===== src/rtl/ariane_pkg.sv =====
// Core-wide types and knobs shared between pipeline stages (slice used by the issue queue).
package ariane_pkg;

    // Depth of the decode-to-issue decoupling queue; the core top may override it.
    localparam int unsigned ISSUE_QUEUE_DEPTH = 4;

    // Decoded instruction as it travels from decode into the scoreboard.
    typedef struct packed {
        logic [63:0] pc;
        logic [2:0]  trans_id;
        logic [3:0]  fu;
        logic [7:0]  op;
        logic [4:0]  rs1;
        logic [4:0]  rs2;
        logic [4:0]  rd;
        logic [63:0] result;
        logic        use_imm;
        logic        valid;
    } scoreboard_entry_t;

endpackage


===== src/rtl/issue_queue_pkg.sv =====
// Types and helpers local to the decode-to-issue queue.
package issue_queue_pkg;

    import ariane_pkg::*;

    // One queue slot: the decoded instruction plus its control-flow marker.
    typedef struct packed {
        scoreboard_entry_t instr;
        logic              ctrl_flow;
    } iq_entry_t;

    // Number of accepted enqueue slots in a cycle (0, 1 or 2).
    function automatic logic [1:0] ack_count(input logic [1:0] ack);
        return {1'b0, ack[0]} + {1'b0, ack[1]};
    endfunction

endpackage


===== src/rtl/issue_queue_checker.sv =====
// Protocol and configuration checks for the issue queue; no functional logic.
module issue_queue_checker #(
    parameter int unsigned NR_ENQ_PORTS = 2
) (
    input logic       clk_i,
    input logic       rst_ni,
    input logic [1:0] instr_valid_i
);

    // The enqueue path is hard-wired for exactly two decode slots.
    if (NR_ENQ_PORTS != 2) begin : g_bad_enq_ports
        $error("issue_queue: NR_ENQ_PORTS must be 2");
    end

    // Decode must present slot 0 whenever slot 1 is valid, otherwise order breaks.
    slot1_without_slot0 : assert property (
        @(posedge clk_i) disable iff (!rst_ni)
        !(instr_valid_i[1] && !instr_valid_i[0])
    ) else $error("issue_queue: slot 1 valid without slot 0");

endmodule


===== src/rtl/issue_queue.sv =====
// Decode-to-issue decoupling queue: two in-order enqueue slots, one issue slot,
// control-flow gating while a dispatched branch is unresolved, full clear on flush.
module issue_queue
    import ariane_pkg::*;
    import issue_queue_pkg::*;
#(
    parameter int unsigned DEPTH        = ISSUE_QUEUE_DEPTH,
    parameter int unsigned NR_ENQ_PORTS = 2
) (
    input  logic                          clk_i,
    input  logic                          rst_ni,
    input  logic                          flush_i,
    input  scoreboard_entry_t [1:0]       instr_i,
    input  logic [1:0]                    instr_valid_i,
    input  logic [1:0]                    is_ctrl_flow_i,
    output logic [1:0]                    instr_ack_o,
    output scoreboard_entry_t             decoded_instr_o,
    output logic                          decoded_instr_valid_o,
    output logic                          is_ctrl_flow_o,
    input  logic                          decoded_instr_ack_i,
    input  logic                          resolve_branch_i,
    output logic [$clog2(DEPTH+1)-1:0]    usage_o
);

    localparam int unsigned PTR_W = $clog2(DEPTH);
    localparam int unsigned CNT_W = $clog2(DEPTH + 1);
    // Occupancy limits for accepting one or two new entries.
    localparam logic [CNT_W-1:0] ROOM_ONE = CNT_W'(DEPTH - 1);
    localparam logic [CNT_W-1:0] ROOM_TWO = CNT_W'(DEPTH - 2);

    iq_entry_t          mem_r [DEPTH];
    logic [PTR_W-1:0]   rd_ptr_r, rd_ptr_s;
    logic [PTR_W-1:0]   wr_ptr_r, wr_ptr_s;
    logic [PTR_W-1:0]   wr_ptr_p1_s;
    logic [CNT_W-1:0]   count_r, count_s;
    logic               branch_pending_r, branch_pending_s;
    logic [1:0]         ack_s;
    logic [1:0]         n_enq_s;
    iq_entry_t          head_s;
    logic               head_valid_s;
    logic               pop_s;

    // Enqueue acceptance from registered occupancy only; slot 1 rides on slot 0.
    always_comb begin
        ack_s = 2'b00;
        if (rst_ni && !flush_i && instr_valid_i[0] && (count_r <= ROOM_ONE)) begin
            ack_s[0] = 1'b1;
            ack_s[1] = instr_valid_i[1] && (count_r <= ROOM_TWO);
        end else begin
            ack_s = 2'b00;
        end
    end

    // Head presentation; an empty queue shows an all-zero entry.
    always_comb begin
        head_s       = {$bits(iq_entry_t){1'b0}};
        head_valid_s = 1'b0;
        if (count_r != {CNT_W{1'b0}}) begin
            head_s       = mem_r[rd_ptr_r];
            head_valid_s = !flush_i && !(branch_pending_r && head_s.ctrl_flow);
        end else begin
            head_s       = {$bits(iq_entry_t){1'b0}};
            head_valid_s = 1'b0;
        end
    end

    assign n_enq_s     = ack_count(ack_s);
    assign pop_s       = head_valid_s && decoded_instr_ack_i;
    assign wr_ptr_p1_s = wr_ptr_r + PTR_W'(1'b1);

    assign instr_ack_o           = ack_s;
    assign decoded_instr_o       = head_s.instr;
    assign is_ctrl_flow_o        = head_s.ctrl_flow;
    assign decoded_instr_valid_o = head_valid_s;
    assign usage_o               = count_r;

    // Next pointers, occupancy and branch gate; flush overrides all traffic.
    always_comb begin
        rd_ptr_s         = rd_ptr_r;
        wr_ptr_s         = wr_ptr_r;
        count_s          = count_r;
        branch_pending_s = branch_pending_r;
        if (flush_i) begin
            rd_ptr_s         = {PTR_W{1'b0}};
            wr_ptr_s         = {PTR_W{1'b0}};
            count_s          = {CNT_W{1'b0}};
            branch_pending_s = 1'b0;
        end else begin
            rd_ptr_s = rd_ptr_r + PTR_W'(pop_s);
            wr_ptr_s = wr_ptr_r + PTR_W'(n_enq_s);
            count_s  = count_r + CNT_W'(n_enq_s) - CNT_W'(pop_s);
            // Dispatching a branch wins over a resolve, which belongs to the older one.
            if (pop_s && head_s.ctrl_flow) begin
                branch_pending_s = 1'b1;
            end else if (resolve_branch_i) begin
                branch_pending_s = 1'b0;
            end else begin
                branch_pending_s = branch_pending_r;
            end
        end
    end

    // Control state registers.
    always_ff @(posedge clk_i or negedge rst_ni) begin
        if (!rst_ni) begin
            rd_ptr_r         <= {PTR_W{1'b0}};
            wr_ptr_r         <= {PTR_W{1'b0}};
            count_r          <= {CNT_W{1'b0}};
            branch_pending_r <= 1'b0;
        end else begin
            rd_ptr_r         <= rd_ptr_s;
            wr_ptr_r         <= wr_ptr_s;
            count_r          <= count_s;
            branch_pending_r <= branch_pending_s;
        end
    end

    // Entry storage; contents are only meaningful below count_r, so no reset.
    always_ff @(posedge clk_i) begin
        if (ack_s[0]) begin
            mem_r[wr_ptr_r] <= '{instr: instr_i[0], ctrl_flow: is_ctrl_flow_i[0]};
        end
        if (ack_s[1]) begin
            mem_r[wr_ptr_p1_s] <= '{instr: instr_i[1], ctrl_flow: is_ctrl_flow_i[1]};
        end
    end

    issue_queue_checker #(
        .NR_ENQ_PORTS (NR_ENQ_PORTS)
    ) u_checker (
        .clk_i         (clk_i),
        .rst_ni        (rst_ni),
        .instr_valid_i (instr_valid_i)
    );

endmodule


===== config.mk =====
export PLATFORM = sky130hd
export DESIGN_NAME = issue_queue
export DESIGN_NICKNAME = d
export VERILOG_FILES = /design/src/rtl/ariane_pkg.sv /design/src/rtl/issue_queue_pkg.sv /design/src/rtl/issue_queue_checker.sv /design/src/rtl/issue_queue.sv
export SDC_FILE = /design/constraint.sdc
export NUM_CORES = 1
export LEC_CHECK = 0
export BUFFER_PORTS_ARGS = -buffer_cell sky130_fd_sc_hd__buf_4
export CAP_MARGIN = 15
export CORE_MARGIN = 4
export CORE_UTILIZATION = 50
export CTS_BUF_LIST = sky130_fd_sc_hd__clkbuf_8
export CTS_CLUSTER_DIAMETER = 50
export CTS_CLUSTER_SIZE = 30
export DETAILED_ROUTE_END_ITERATION = 10
export PLACE_DENSITY = 0.71
export SYNTH_ARGS = -nofsm -noshare
export SYNTH_HDL_FRONTEND = slang
export SYNTH_SLANG_ARGS = --single-unit

===== constraint.sdc =====
create_clock -name clk_i -period 11.85 [get_ports clk_i]
set_input_delay 2.37 -clock clk_i [delete_from_list [all_inputs] [get_ports clk_i]]
set_output_delay 2.37 -clock clk_i [all_outputs]
set_load 0.01 [all_outputs]

==> results.md, run 1 <==
GRT:
- The number of antenna violations at the first check in global routing was 23.
- The via count of the first global-routing pass is 19,658.
- The maximum number of pins on one net before global-route repair is 164.
- Global routing used 23.6% of the available tracks across all layers.
- The total congestion overflow after global routing is 0.
- The global-route wire length before repair is 126,000 um.

Worst setup path:
- The arrival time reported for the critical path endpoint is 3.86 ns.
- The required time at the endpoint of the critical path is 9.48 ns.
- The cell at the slowest stage of the critical path is a21boi_1.
- Walking the worst path, the cells encountered are buf_4, a21boi_1, nand2_1, inv_1, buf_4.
- Counting cells, the worst reg-to-reg path comes to 5.
- STA classifies the critical path startpoint as an input port.
- Among the stages of the critical path, the cell type that occurs most often is buf_4.
- The peak fanout along the critical path is 11.
- For flop-to-flop paths, the worst setup slack is 7.37 ns.
- For this run, the slowest stage of the critical path takes 0.83 ns.
- The critical register-to-register path endpoint is mem_r[0][0].
- Tracing the worst setup path back leads to its startpoint at instr_valid_i[1].
- On the critical path the largest part of the delay comes from compound AO/OA/AOI/OAI gates.
- The worst setup path is captured at an output pin.
- The critical register-to-register path startpoint is usage_o[0].
- The start-to-end type of the worst setup path is in -> out.
- The number of buffers and inverters on the critical path is 3.

Worst hold path:
- The tightest min-delay check is of the reg -> reg type.
- The worst hold path endpoint is branch_pending_r.
- The number of instances on the worst hold path is 2.
- The launch instance of the worst min-delay path is branch_pending_r.

Placement:
- At the end of routability-driven placement, the weighted congestion stood at 0.774.
- The post-DP HPWL is 51,500 um.
- Buffers placed on the I/O ports in this run total 495.
- The cell count after placement is 3,046.

Power:
- The overall power consumption is 5740 uW.
- The areal power density over the cells is 147 mW/mm^2.
- Net switching is 29.1% of the power.
- The net switching component of the power is 1670 uW.
- The leakage power of the design is 0.0136 uW.
- The internal cell power is 4070 uW.
- The relative contribution of sequential cells to total power is 46.0%.
- The highest ir drop seen on vdd is 0.000161 V.
- The part of the total power dissipated in combinational logic is 23.6%.
- The part of the total power dissipated in the clock network is 30.4%.

Timing:
- The max-slew headroom at the worst pin is 28.5%.
- Setup violations remaining at the end of the flow were counted as 0.
- The number of hold-slack violations in the final timing report came to 0.
- For the pin with the worst max-slew slack, the measured transition is 1.07 ns.
- Adding up every negative setup slack in the final design gives 0 ns.
- Based on the critical path, the design can be clocked at up to 160 MHz.
- The final clock skew is 0.0441 ns.
- The max-slew violation count was 0.
- Setup repair after global routing left no endpoint under its margin.
- The minimum clock period is 6.23 ns.
- The post-route fraction of the period consumed by the critical path is 52.6%.

Detailed routing:
- The number of optimization iterations in the first detailed-route pass is 5.
- In this run, the number of DRC markers left after iteration 0 of detailed routing was 1,335.
- The final route contains 18,541 vias.
- The via-per-instance ratio is 5.80.
- After detailed routing, the average wire length per cell comes to 26.5 um.
- The residual antenna-violating net count after detailed routing is 0.
- Wires add up to 84,700 um.
- For this run, design rule violations remaining after detail routing come to 0.

Layout:
- The count of placed standard cells in the final layout, fillers left out is 3,195.
- In the final design database the tool counted 2,602 nets.
- Summing all multi-input logic gate instances after layout gives 0.0126 sq mm.
- Across the whole layout, storage elements account for 0.0195 sq mm.
- The layout has 4,884 filler cells.
- The area growth from synthesis to layout is 18.3%.
- Cells with a size suffix above 1 make up 61.3% of the layout.

Floorplanning:
- Measured along the y axis, the die boundary spans 265 um.
- The standard cell core area is 0.0648 sq mm.
- For this configuration, the core starts out at a cell density of 50.8%.
- The full die area is 0.0700 sq mm.
- The floorplan die width is 265 um.
- The number of rows in the core area is 93.
- The I/O pin count is 496.

Yosys:
- After synthesis the cells add up to 0.0329 sq mm.
- The number of synthesis warnings is 0.
- Of all cell types, the one taking the most synthesized area is edfxtp_1.
- The number of enable flip-flop cells after synthesis is 644.
- By instance count, the leading cell after synthesis is edfxtp_1.
- After synthesis, the cell types taking the most area are edfxtp_1 (59%), mux2_2 (18%), mux4_2 (11%).
- In this run, synthesis produced a sequential element count of 652.
- Synthesis handed over a netlist of 1,794 instances.
- Sequential cells were found to cover 59.3% of the synthesized design area.
- The share of Yosys cell area claimed by the top area cell type is 58.7%.
- The commonest cells after synthesis are edfxtp_1 (644), mux2_2 (517), nor2b_1 (167).
- The distinct cell type count of the synthesized netlist is 33.
- After synthesis, the share of flip-flops with an asynchronous set or reset is 1.23%.
- The post-synthesis net count is 2,129.
- A synthesized cell averages 18.4 sq um.
- The dominant synthesized flop cell is edfxtp_1.

Clock network:
- The maximum root-to-sink buffer count is 3.
- The clock sink total is 652.
- In this run the clock root is driven by a clkbuf_8.
- Post-CTS repair changed the size of 0 cells.
- The H-tree generated during clock tree synthesis spans 3 levels.
- At the later pin of the worst-skew pair, clock insertion delay measures 0.68 ns.
- The post-CTS setup buffer count is 0.
- The number of buffers inserted during clock tree synthesis is 74.
- After clock tree synthesis, the clock-pin slew on the worst setup and hold paths is 0.07 ns.
- In this run, post-CTS hold repair placed 0 buffers.
- TritonCTS built the clock tree.

Run:
- Max-cap violations in this run came to 0.

Outcome:
- The flow ran to the end, and the final reports show no timing, DRC or antenna violations.
[power by group through the flow]
| stage | Sequential, uW | Combinational (uW) | Clock, uW |
|---|---|---|---|
| final | 2640 | 1350 | 1740 |
| after global routing | 2650 | 1450 | 1890 |
| after CTS | 2640 | 1380 | 1780 |
| after detailed placement | 2690 | 1370 | 0 |
| after global placement | 2690 | 1360 | 0 |
| after floorplan | 2680 | 704 | 0 |
[per-stage QoR]
step	util [%]	setup WS, ns	area [sq um]	hold slack (ns)
final	60.1	5.62	38900	0.567
after global routing	60.1	5.40	38900	0.604
after CTS	60.0	5.51	38900	0.569
after detailed placement	57.4	5.42	37200	0.557
after global placement	57.4	5.44	37200	0.544
after floorplan	-	1.50	32900	0.524
[worst max-delay path by stage]
stage / endpoint / slack, ns / cells after the start
after global routing: decoded_instr_o[0] / 5.40 / 4
final: instr_ack_o[1] / 5.62 / 5
after CTS: decoded_instr_o[0] / 5.51 / 4
after floorplan: mem_r[1][0] / 1.50 / 5
after global placement: mem_r[1][112] / 5.44 / 6
after detailed placement: mem_r[0][3] / 5.42 / 6
[cell usage in the layout (no fill, tap or decap), drive strengths merged]
cell type  synthesis  layout
bufinv             0       7
a21boi             1       1
nor2               8       8
ha                 5       5
inv                8      41
clkinv             0      13
buf              100     521
and3               2       2
nand4bb            2       2
clkinvlp           0       9
clkbuf            24      74
nand2b             1       1
nor3               2       2
and2               2       2
dfrtp              8       8
mux4             161     161
fa                 1       1
diode              0      13
xor2               2       2
mux2             644     644
o21ai              1       1
nand2              1       1
xnor2              2       2
a21oi              4       4
edfxtp           644     644
a211oi             1       1
nor2b            167     167
nand3              3       3
[routing by layer]
layer  wire (um)  up-vias  global-route usage (%)
li1            -     8143                       -
met2       42400      613                    39.5
met3        6710      139                    6.94
met1       33400     9622                    30.5
met5         167        -                       0
met4        2030       24                    5.95
[sequential cells by signal, summed over array words and instances (netlist names)]
signal	flops
branch_pending_r	1
mem_r	644
rd_ptr_r	2
usage_o	3
wr_ptr_r	2
[worst reg2reg max path, cell delays in order (launching register included)]
cell,delay (ns)
dfrtp_1,0.50
a21boi_1,0.87
and3_4,0.78
buf_4,0.70
buf_4,0.86
mux2_2,0.51
[layout make-up]
| class | instances | area share (%) |
|---|---|---|
| diodes | 13 | 0.0835 |
| clock buffers | 74 | 2.62 |
| clock inverters | 62 | 1.73 |
| inverters | 8 | 0.0900 |
| multi-input cells | 1010 | 32.4 |
| flip-flops and latches | 652 | 50.2 |
| well taps | 855 | 2.75 |
| repair buffers | 521 | 10.1 |
[logic make-up after synthesis]
group | count (synthesis) | share of synthesized area, %
adders and majority gates | 6 | 0.251
xor gates and xnor gates | 4 | 0.106
muxes | 805 | 34.1
AOI/OAI and AO/OA | 7 | 0.122
and+or+nand+nor | 188 | 3.69
DFF | 652 | 59.3
buffers and inverters | 132 | 2.41
Note: power is estimated with default switching activity, not from simulation.
==> run 2, diff against run 1 <==
- clock period: 11.85 -> 6.3 ns (I/O delays scaled with it)
==> run 2 against run 1 <==
Against the previous run:
- sequential cell count unchanged
- register-to-register slack worse by 4.7 ns
- clock-buffer cell count unchanged
- largest power group unchanged
- first-iteration DRC count up 8.6%
- via count down 1.1%
- utilization up 0.38 points
- die area unchanged
==> results.md, run 2 (synthesis results as in run 1) <==
Outcome:
- Run status: completed (unchanged).

Timing:
- The worst setup margin is 1.93 ns (was 5.62 ns).
- The max-slew violation count was 0 (unchanged).
- The minimum clock period is 4.37 ns.
- The worst hold slack is 0.404 ns (was 0.567 ns).
- The final critical path takes up 69.3% of the cycle.
- The max-slew headroom at the worst pin came to 22.4% (was 28.5%).
- The number of setup violations in the final report is 0 (unchanged).
- The final clock skew is 0.0200 ns (was 0.0441 ns).
- The transition time at the pin with the least slew margin is 1.16 ns (was 1.07 ns).
- Unrepaired setup endpoints after global routing: no (unchanged).
- The timing-limited maximum frequency is 229 MHz.
- The number of hold-slack violations in the final timing report was 0 (unchanged).

Detailed routing:
- The residual antenna-violating net count after detailed routing came to 0 (unchanged).
- The average detailed-routed wire length per instance came to 26.0 um (was 26.5 um).
- The initial DRC count is 1,450 (was 1,335).
- The number of optimization iterations in the first detailed-route pass is 5 (unchanged).
- The via-per-instance ratio is 5.71 (was 5.80).
- The DRC violation count after routing was 0 (unchanged).
- The wire length reported by the detailed router was 83,400 um (was 84,700 um).
- The total number of vias is 18,346 (was 18,541).

Layout:
- The synthesis-to-finish area growth is 19.0% (was 18.3%).
- The fraction of layout instances using a drive strength above 1 is 61.7% (was 61.3%).
- The count of placed standard cells in the final layout, fillers left out is 3,213 (was 3,195).
- The footprint of the flip-flops and latches is 0.0195 sq mm (unchanged).
- The share of the core filled with cells is 60.5% (was 60.1%).
- The flip-flop count of the largest register after layout was 644 (unchanged).
- The most frequent standard cell in the layout excluding fill and tap cells is edfxtp_1 (unchanged).
- Most used cells in the layout excluding fill and tap cells: edfxtp_1 (644), mux2_2 (517), buf_4 (514) (was edfxtp_1 (644), buf_4 (519), mux2_2 (517)).
- The top register by number of flip-flops is mem_r (unchanged).
- The number of nets in the layout is 2,611 (was 2,602).
- The fill cell total of the finished layout is 4,886 (was 4,884).
- The area occupied by multi-input gates is 0.0126 sq mm (unchanged).

Floorplanning:
- The standard cell core area was 0.0648 sq mm (unchanged).
- The height of the chip was 265 um (unchanged).
- The floorplan die width is 265 um (unchanged).
- The number of rows in the core area is 93 (unchanged).
- The full die area is 0.0700 sq mm (unchanged).
- The starting density of the core is 50.8% (unchanged).
- The I/O pin count is 496 (unchanged).

Worst hold path:
- The classification of the worst-slack hold path is in -> async (was reg -> reg).

Placement:
- The cell count after placement came to 3,056 (was 3,046).
- The post-DP HPWL is 51,000 um (was 51,500 um).
- The placer congestion estimate is 0.793 (was 0.774).
- The number of buffer cells added on primary ports is 495 (unchanged).
- The post-placement worst setup slack is 1.75 ns (was 5.42 ns).

Worst setup path:
- The critical register-to-register path startpoint is usage_o[0] (unchanged).
- The required time at the endpoint of the critical path is 5.04 ns (was 9.48 ns).
- The critical register-to-register path endpoint is mem_r[2][92] (was mem_r[0][0]).
- The flop-to-flop setup slack is 2.67 ns (was 7.37 ns).
- Cell chain of the critical path: buf_4, mux4_2, nor2b_1, buf_4 (was buf_4, a21boi_1, nand2_1, inv_1, buf_4).
- The launching element type of the critical path is a flop (was input port).
- The peak fanout along the critical path is 62 (was 11).
- The critical path endpoint category is an output pin (unchanged).
- The critical path's most frequent cell is buf_4 (unchanged).
- The cell at the slowest stage of the critical path is dfrtp_4 (was a21boi_1).
- The largest incremental delay on the critical path is 1.18 ns (was 0.83 ns).
- The start-to-end type of the worst setup path was reg -> out (was in -> out).
- The worst setup path startpoint is rd_ptr_r[1] (was instr_valid_i[1]).
- The arrival time reported for the critical path endpoint is 3.11 ns (was 3.86 ns).
- The logic depth of the worst register-to-register path is 4 (was 5).

Clock network:
- The clock transition at the registers of the reported paths is 0.10 ns (was 0.07 ns).
- The post-CTS setup buffer count is 0 (unchanged).
- The clock sink total is 652 (unchanged).
- The cell chosen for the clock root is clkbuf_8 (unchanged).
- The number of hold buffers added after CTS is 0 (unchanged).
- The TritonCTS clock tree was built (unchanged).
- The number of cells upsized or downsized after cts was 0 (unchanged).
- The clock latency of the later-clocked register in the worst-skew pair was 0.67 ns (was 0.68 ns).
- The H-tree depth is 3 (unchanged).
- The number of buffers inserted during clock tree synthesis is 73 (was 74).
- The maximum root-to-sink buffer count is 3 (unchanged).

Power:
- The areal power density over the cells was 274 mW/mm^2 (was 147 mW/mm^2).
- The overall power consumption is 10,700 uW (was 5740 uW).
- The highest ir drop seen on vdd came to 0.000194 V (was 0.000161 V).
- The leakage power of the design was 0.0137 uW (was 0.0136 uW).

GRT:
- The number of antenna violations at the first check in global routing is 28 (was 23).
- The combined global-route utilization of all metal layers is 23.1% (was 23.6%).
- The global-route wire length before repair came to 123,000 um (was 126,000 um).
- The via count of the first global-routing pass came to 19,825 (was 19,658).
- The maximum number of pins on one net before global-route repair is 85 (was 164).
- The total congestion overflow after global routing is 0 (unchanged).

Run:
- The number of maximum-capacitance violations came to 0 (unchanged).
-- run 2: layout make-up --
cell class	instances	area share (%)
clock inverter	62	1.62
clock buffer	74	2.60
antenna	21	0.134
timing repair buffer	531	10.7
multi-input combinational	1010	32.2
sequential	652	49.9
inverter	8	0.0894
tap	855	2.73
-- run 2: routing by layer --
layer	GRT usage (%)	wire, um
met5	0	110
met4	7.65	2240
met3	7.30	7070
met2	39.3	42400
met1	28.3	31700
-- run 2: how the worst max path moves through the flow --
stage,cells after the start,slack [ns],to
6_report,4,1.93,decoded_instr_o[140]
3_5_place_dp,5,1.75,mem_r[2][92]
2_1_floorplan,5,-0.27,mem_r[3][0]
4_1_cts,4,1.76,decoded_instr_o[140]
3_3_place_gp,5,1.84,mem_r[2][92]
5_1_grt,4,1.67,decoded_instr_o[140]
-- run 2: where the power goes --
part / switching, uW / leakage [uW] / internal, uW
sequential: 63.1 / 0.00593 / 4890
clock: 1760 / 0.000840 / 1460
combinational: 1310 / 0.00693 / 1260
-- run 2: per-stage QoR --
stage                     setup TNS [ns]  instance area [sq um]
after global placement                 0                  37500
after detailed placement               0                  37500
after CTS                              0                  39100
final                                  0                  39200
after global routing                   0                  39200
after floorplan                  -123.01                  32900
-- run 2: critical path: cells and delay by family, from the launching register on --
kind          cells  cell delay, ns
flops             1            1.18
buf+inv           2            0.71
mux               1            0.35
simple gates      1            0.17
==> run 3, diff against run 2 <==
- ABC_AREA: unset -> 1
- clock period: 6.3 -> 4.3 ns (I/O delays scaled with it)
==> run 3 against run 2 <==
Against the previous run:
- synthesized cell count up 98%
- die area down 0.70%
- via count up 44%
- global-route usage up 2.3 points
- total power up 50%
- critical path depth up 2
- final area down 1.9%
- utilization down 0.95 points
- sequential cell count unchanged
==> results.md, run 3 <==
Floorplanning:
- The full die area is 0.0695 sq mm (was 0.0700 sq mm).
- The standard cell core area is 0.0646 sq mm (was 0.0648 sq mm).
- The floorplan die width is 264 um (was 265 um).
- The I/O pin count was 496 (unchanged).
- The starting density of the core is 50.6% (was 50.8%).
- The number of rows in the core area is 93 (unchanged).
- The height of the chip is 264 um (was 265 um).

Power:
- The areal power density over the cells came to 419 mW/mm^2 (was 274 mW/mm^2).
- The relative contribution of sequential cells to total power is 44.9% (was 46.1%).
- The part of the total power dissipated in combinational logic is 25.8% (was 23.9%).
- The proportion of total power due to net switching is 31.2% (was 29.2%).
- The highest ir drop seen on vdd came to 0.000403 V (was 0.000194 V).
- The part of the total power dissipated in the clock network is 29.3% (was 30.0%).
- The leakage power of the design is 0.0160 uW (was 0.0137 uW).
- The net switching component of the power came to 5020 uW (was 3140 uW).
- The internal cell power is 11,100 uW (was 7610 uW).

Detailed routing:
- The via-per-instance ratio is 5.47 (was 5.71).
- The number of optimization iterations in the first detailed-route pass was 6 (was 5).
- The residual antenna-violating net count after detailed routing is 0 (unchanged).
- The initial DRC count is 2,986 (was 1,450).
- The DRC violation count after routing is 0 (unchanged).
- The total number of vias was 26,428 (was 18,346).
- The wire length reported by the detailed router came to 91,400 um (was 83,400 um).
- The average detailed-routed wire length per instance is 18.9 um (was 26.0 um).

GRT:
- The combined global-route utilization of all metal layers is 25.4% (was 23.1%).
- The maximum number of pins on one net before global-route repair was 167 (was 85).
- The total congestion overflow after global routing is 0 (unchanged).
- The number of antenna violations at the first check in global routing came to 8 (was 28).
- The via count of the first global-routing pass came to 25,242 (was 19,825).
- The global-route wire length before repair was 140,000 um (was 123,000 um).

Timing:
- The number of hold-slack violations in the final timing report is 0 (unchanged).
- The worst setup margin was 0.652 ns (was 1.93 ns).
- The transition time at the pin with the least slew margin is 1.07 ns (was 1.16 ns).
- The max-slew headroom at the worst pin is 28.8% (was 22.4%).
- The final clock skew is 0.0470 ns (was 0.0200 ns).
- The number of setup violations in the final report is 0 (unchanged).
- Of the available clock period, the critical path in the final layout requires 84.8%.
- The timing-limited maximum frequency is 274 MHz.
- For the finished layout, the period the worst path requires is 3.65 ns.
- Unrepaired setup endpoints after global routing: no (unchanged).
- The max-slew violation count is 0 (unchanged).

Outcome:
- Run status: completed (unchanged).

Yosys:
- Cell types with the largest area share after synthesis: edfxtp_1 (59%), o21ai_0 (10%), nand2_1 (7.6%) (was edfxtp_1 (59%), mux2_2 (18%), mux4_2 (11%)).
- The sequential share of the synthesized area is 59.8% (was 59.3%).
- The dominant synthesized flop cell was edfxtp_1 (unchanged).
- The cell area after synthesis is 0.0327 sq mm (was 0.0329 sq mm).
- Post-synth top cells: o21ai_0 (660), nand2_1 (658), nor2_1 (651) (was edfxtp_1 (644), mux2_2 (517), nor2b_1 (167)).
- The library cell with the highest instance count after synthesis is o21ai_0 (was edfxtp_1).
- The share of Yosys cell area claimed by the top area cell type came to 59.2% (was 58.7%).
- The post-synthesis net count was 3,895 (was 2,129).
- The number of enable flip-flop cells after synthesis is 644 (unchanged).
- The synthesized area per cell was 9.18 sq um (was 18.4 sq um).
- The post-synthesis cell count is 3,560 (was 1,794).
- The number of synthesis warnings is 0 (unchanged).
- The cell taking the most area after synthesis is edfxtp_1 (unchanged).
- The share of synthesized registers carrying an async set or reset is 1.23% (unchanged).
- The distinct cell type count of the synthesized netlist is 31 (was 33).
- The synthesized flop and latch total is 652 (unchanged).

Layout:
- The synthesis-to-finish area growth was 17.6% (was 19.0%).
- The most frequent standard cell in the layout excluding fill and tap cells is o21ai_0 (was edfxtp_1).
- The fill cell total of the finished layout is 5,517 (was 4,886).
- The flip-flop count of the largest register after layout is 644 (unchanged).
- The cell area after layout is 0.0384 sq mm (was 0.0392 sq mm).
- Most used cells in the layout excluding fill and tap cells: o21ai_0 (660), nand2_1 (655), nor2_1 (651) (was edfxtp_1 (644), mux2_2 (517), buf_4 (514)).
- The fraction of layout instances using a drive strength above 1 is 18.0% (was 61.7%).
- The top register by number of flip-flops is mem_r (unchanged).
- The number of nets in the layout was 4,252 (was 2,611).

Worst setup path:
- The arrival time reported for the critical path endpoint is 2.79 ns (was 3.11 ns).
- The critical path's most frequent cell is buf_4 (unchanged).
- The worst setup path startpoint was rd_ptr_r[1] (unchanged).
- The cell at the slowest stage of the critical path is dfrtp_4 (unchanged).
- The launching element type of the critical path is a flop (unchanged).
- The critical register-to-register path startpoint is rd_ptr_r[1] (was usage_o[0]).
- The critical path endpoint category is an output pin (unchanged).
- The largest incremental delay on the critical path is 0.62 ns (was 1.18 ns).
- The required time at the endpoint of the critical path is 3.44 ns (was 5.04 ns).
- The peak fanout along the critical path is 72 (was 62).
- Cell chain of the critical path: inv_6, buf_4, nor2_1, o21ai_0, a21oi_1, buf_4 (was buf_4, mux4_2, nor2b_1, buf_4).
- The start-to-end type of the worst setup path was reg -> out (unchanged).

Run:
- The number of maximum-capacitance violations came to 0 (unchanged).

Placement:
- The placer congestion estimate is 0.811 (was 0.793).
- The placed cell area is 0.0368 sq mm (was 0.0375 sq mm).
- The post-DP HPWL was 54,100 um (was 51,000 um).
- The post-placement worst setup slack is 1.01 ns (was 1.75 ns).
- The number of buffer cells added on primary ports came to 495 (unchanged).

Clock network:
- The clock transition at the registers of the reported paths is 0.09 ns (was 0.10 ns).
- The TritonCTS clock tree was built (unchanged).
- The number of cells upsized or downsized after cts is 0 (unchanged).
- The number of buffers inserted during clock tree synthesis was 66 (was 73).
- The maximum root-to-sink buffer count is 3 (unchanged).
- The clock sink total is 652 (unchanged).
- The H-tree depth was 3 (unchanged).
- The cell chosen for the clock root is clkbuf_8 (unchanged).
- The clock latency of the later-clocked register in the worst-skew pair came to 0.69 ns (was 0.67 ns).

Worst hold path:
- The worst hold path begins at flush_i.
- The classification of the worst-slack hold path was in -> reg (was in -> async).
==> run 3: changes by cell type in the layout (fill, tap and decap cells not counted), moves of 167 or more <==
cell and change:
nand2_1 +654, nor2b_1 -167, o21ai_0 +659, nor2_1 +647
o21ai_1 +277, mux2_2 -517, inv_1 +169
==> run 3: cells by family after synthesis <==
group / synth area share (%)
buffers and inverters: 6.80
AOI/OAI and AO/OA: 17.7
DFF: 59.8
and+or+nand+nor: 15.4
xor gates and xnor gates: 0.0804
adders and majority gates: 0.253
==> run 3: timing repair <==
item | CTS | global route
buffers inserted | 0 | 0
endpoints found under the hold margin | 8 | 0
hold buffers | 1 | 0
==> run 3: path summary, 6_finish.rpt <==
check / to / slack (ns) / cells past startpoint
max: decoded_instr_o[26] / 0.65 / 6
min: usage_o[2] / 0.41 / 2
max reg2reg: usage_o[2] / 1.32 / 11
min reg2reg: branch_pending_r / 0.55 / 2
max in group asynchronous: rd_ptr_r[0] / 3.53 / 2
min in group asynchronous: rd_ptr_r[1] / 0.57 / 2
==> run 3: area by class of cell <==
type	count	area, sq um	area share (%)
Tap cell	855	1070	2.78
Antenna cell	7	17.5	0.0456
Multi-Input combinational cell	2461	11000	28.7
Sequential cell	652	19500	50.9
Clock inverter	49	649	1.69
Timing Repair Buffer	553	4470	11.6
Inverter	183	712	1.85
Clock buffer	69	950	2.47
==> run 3: through the flow <==
step,total power [uW],hold WS [ns],setup TNS (ns),utilization [%],cells
6_report,16100,0.412,0,59.5,4829
5_1_grt,16800,0.364,0,59.5,4828
4_1_cts,16200,0.358,0,59.5,4822
3_5_place_dp,11500,0.536,0,57.0,4703
3_3_place_gp,11500,0.543,0,57.0,4702
2_1_floorplan,9450,0.508,-217.96,-,3560
==> run 3: power by group through the flow <==
| stage | logic (uW) | registers [uW] | clock network, uW |
|---|---|---|---|
| 2_1_floorplan | 2070 | 7380 | 0 |
| 5_1_grt | 4510 | 7250 | 5020 |
| 6_report | 4150 | 7240 | 4720 |
| 4_1_cts | 4160 | 7240 | 4780 |
| 3_3_place_gp | 4110 | 7380 | 0 |
| 3_5_place_dp | 4140 | 7380 | 0 |
==> run 3: metal layers <==
metal / vias up / global-route usage (%) / part of all wire (%)
li1: 12860 / - / -
met1: 12277 / 33.1 / 39
met2: 1137 / 43.4 / 50
met3: 150 / 4.61 / 8.6
met4: 4 / 8.11 / 2.8
met5: - / 0 / 0.039
==> run 3: worst max-delay path: cells and delay by family (launching register included) <==
| kind | cells | cell delay [ns] |
|---|---|---|
| AO/OA/AOI/OAI | 2 | 0.20 |
| buffers and inverters | 3 | 1.17 |
| flip-flops | 1 | 0.62 |
| AND/OR/NAND/NOR | 1 | 0.08 |
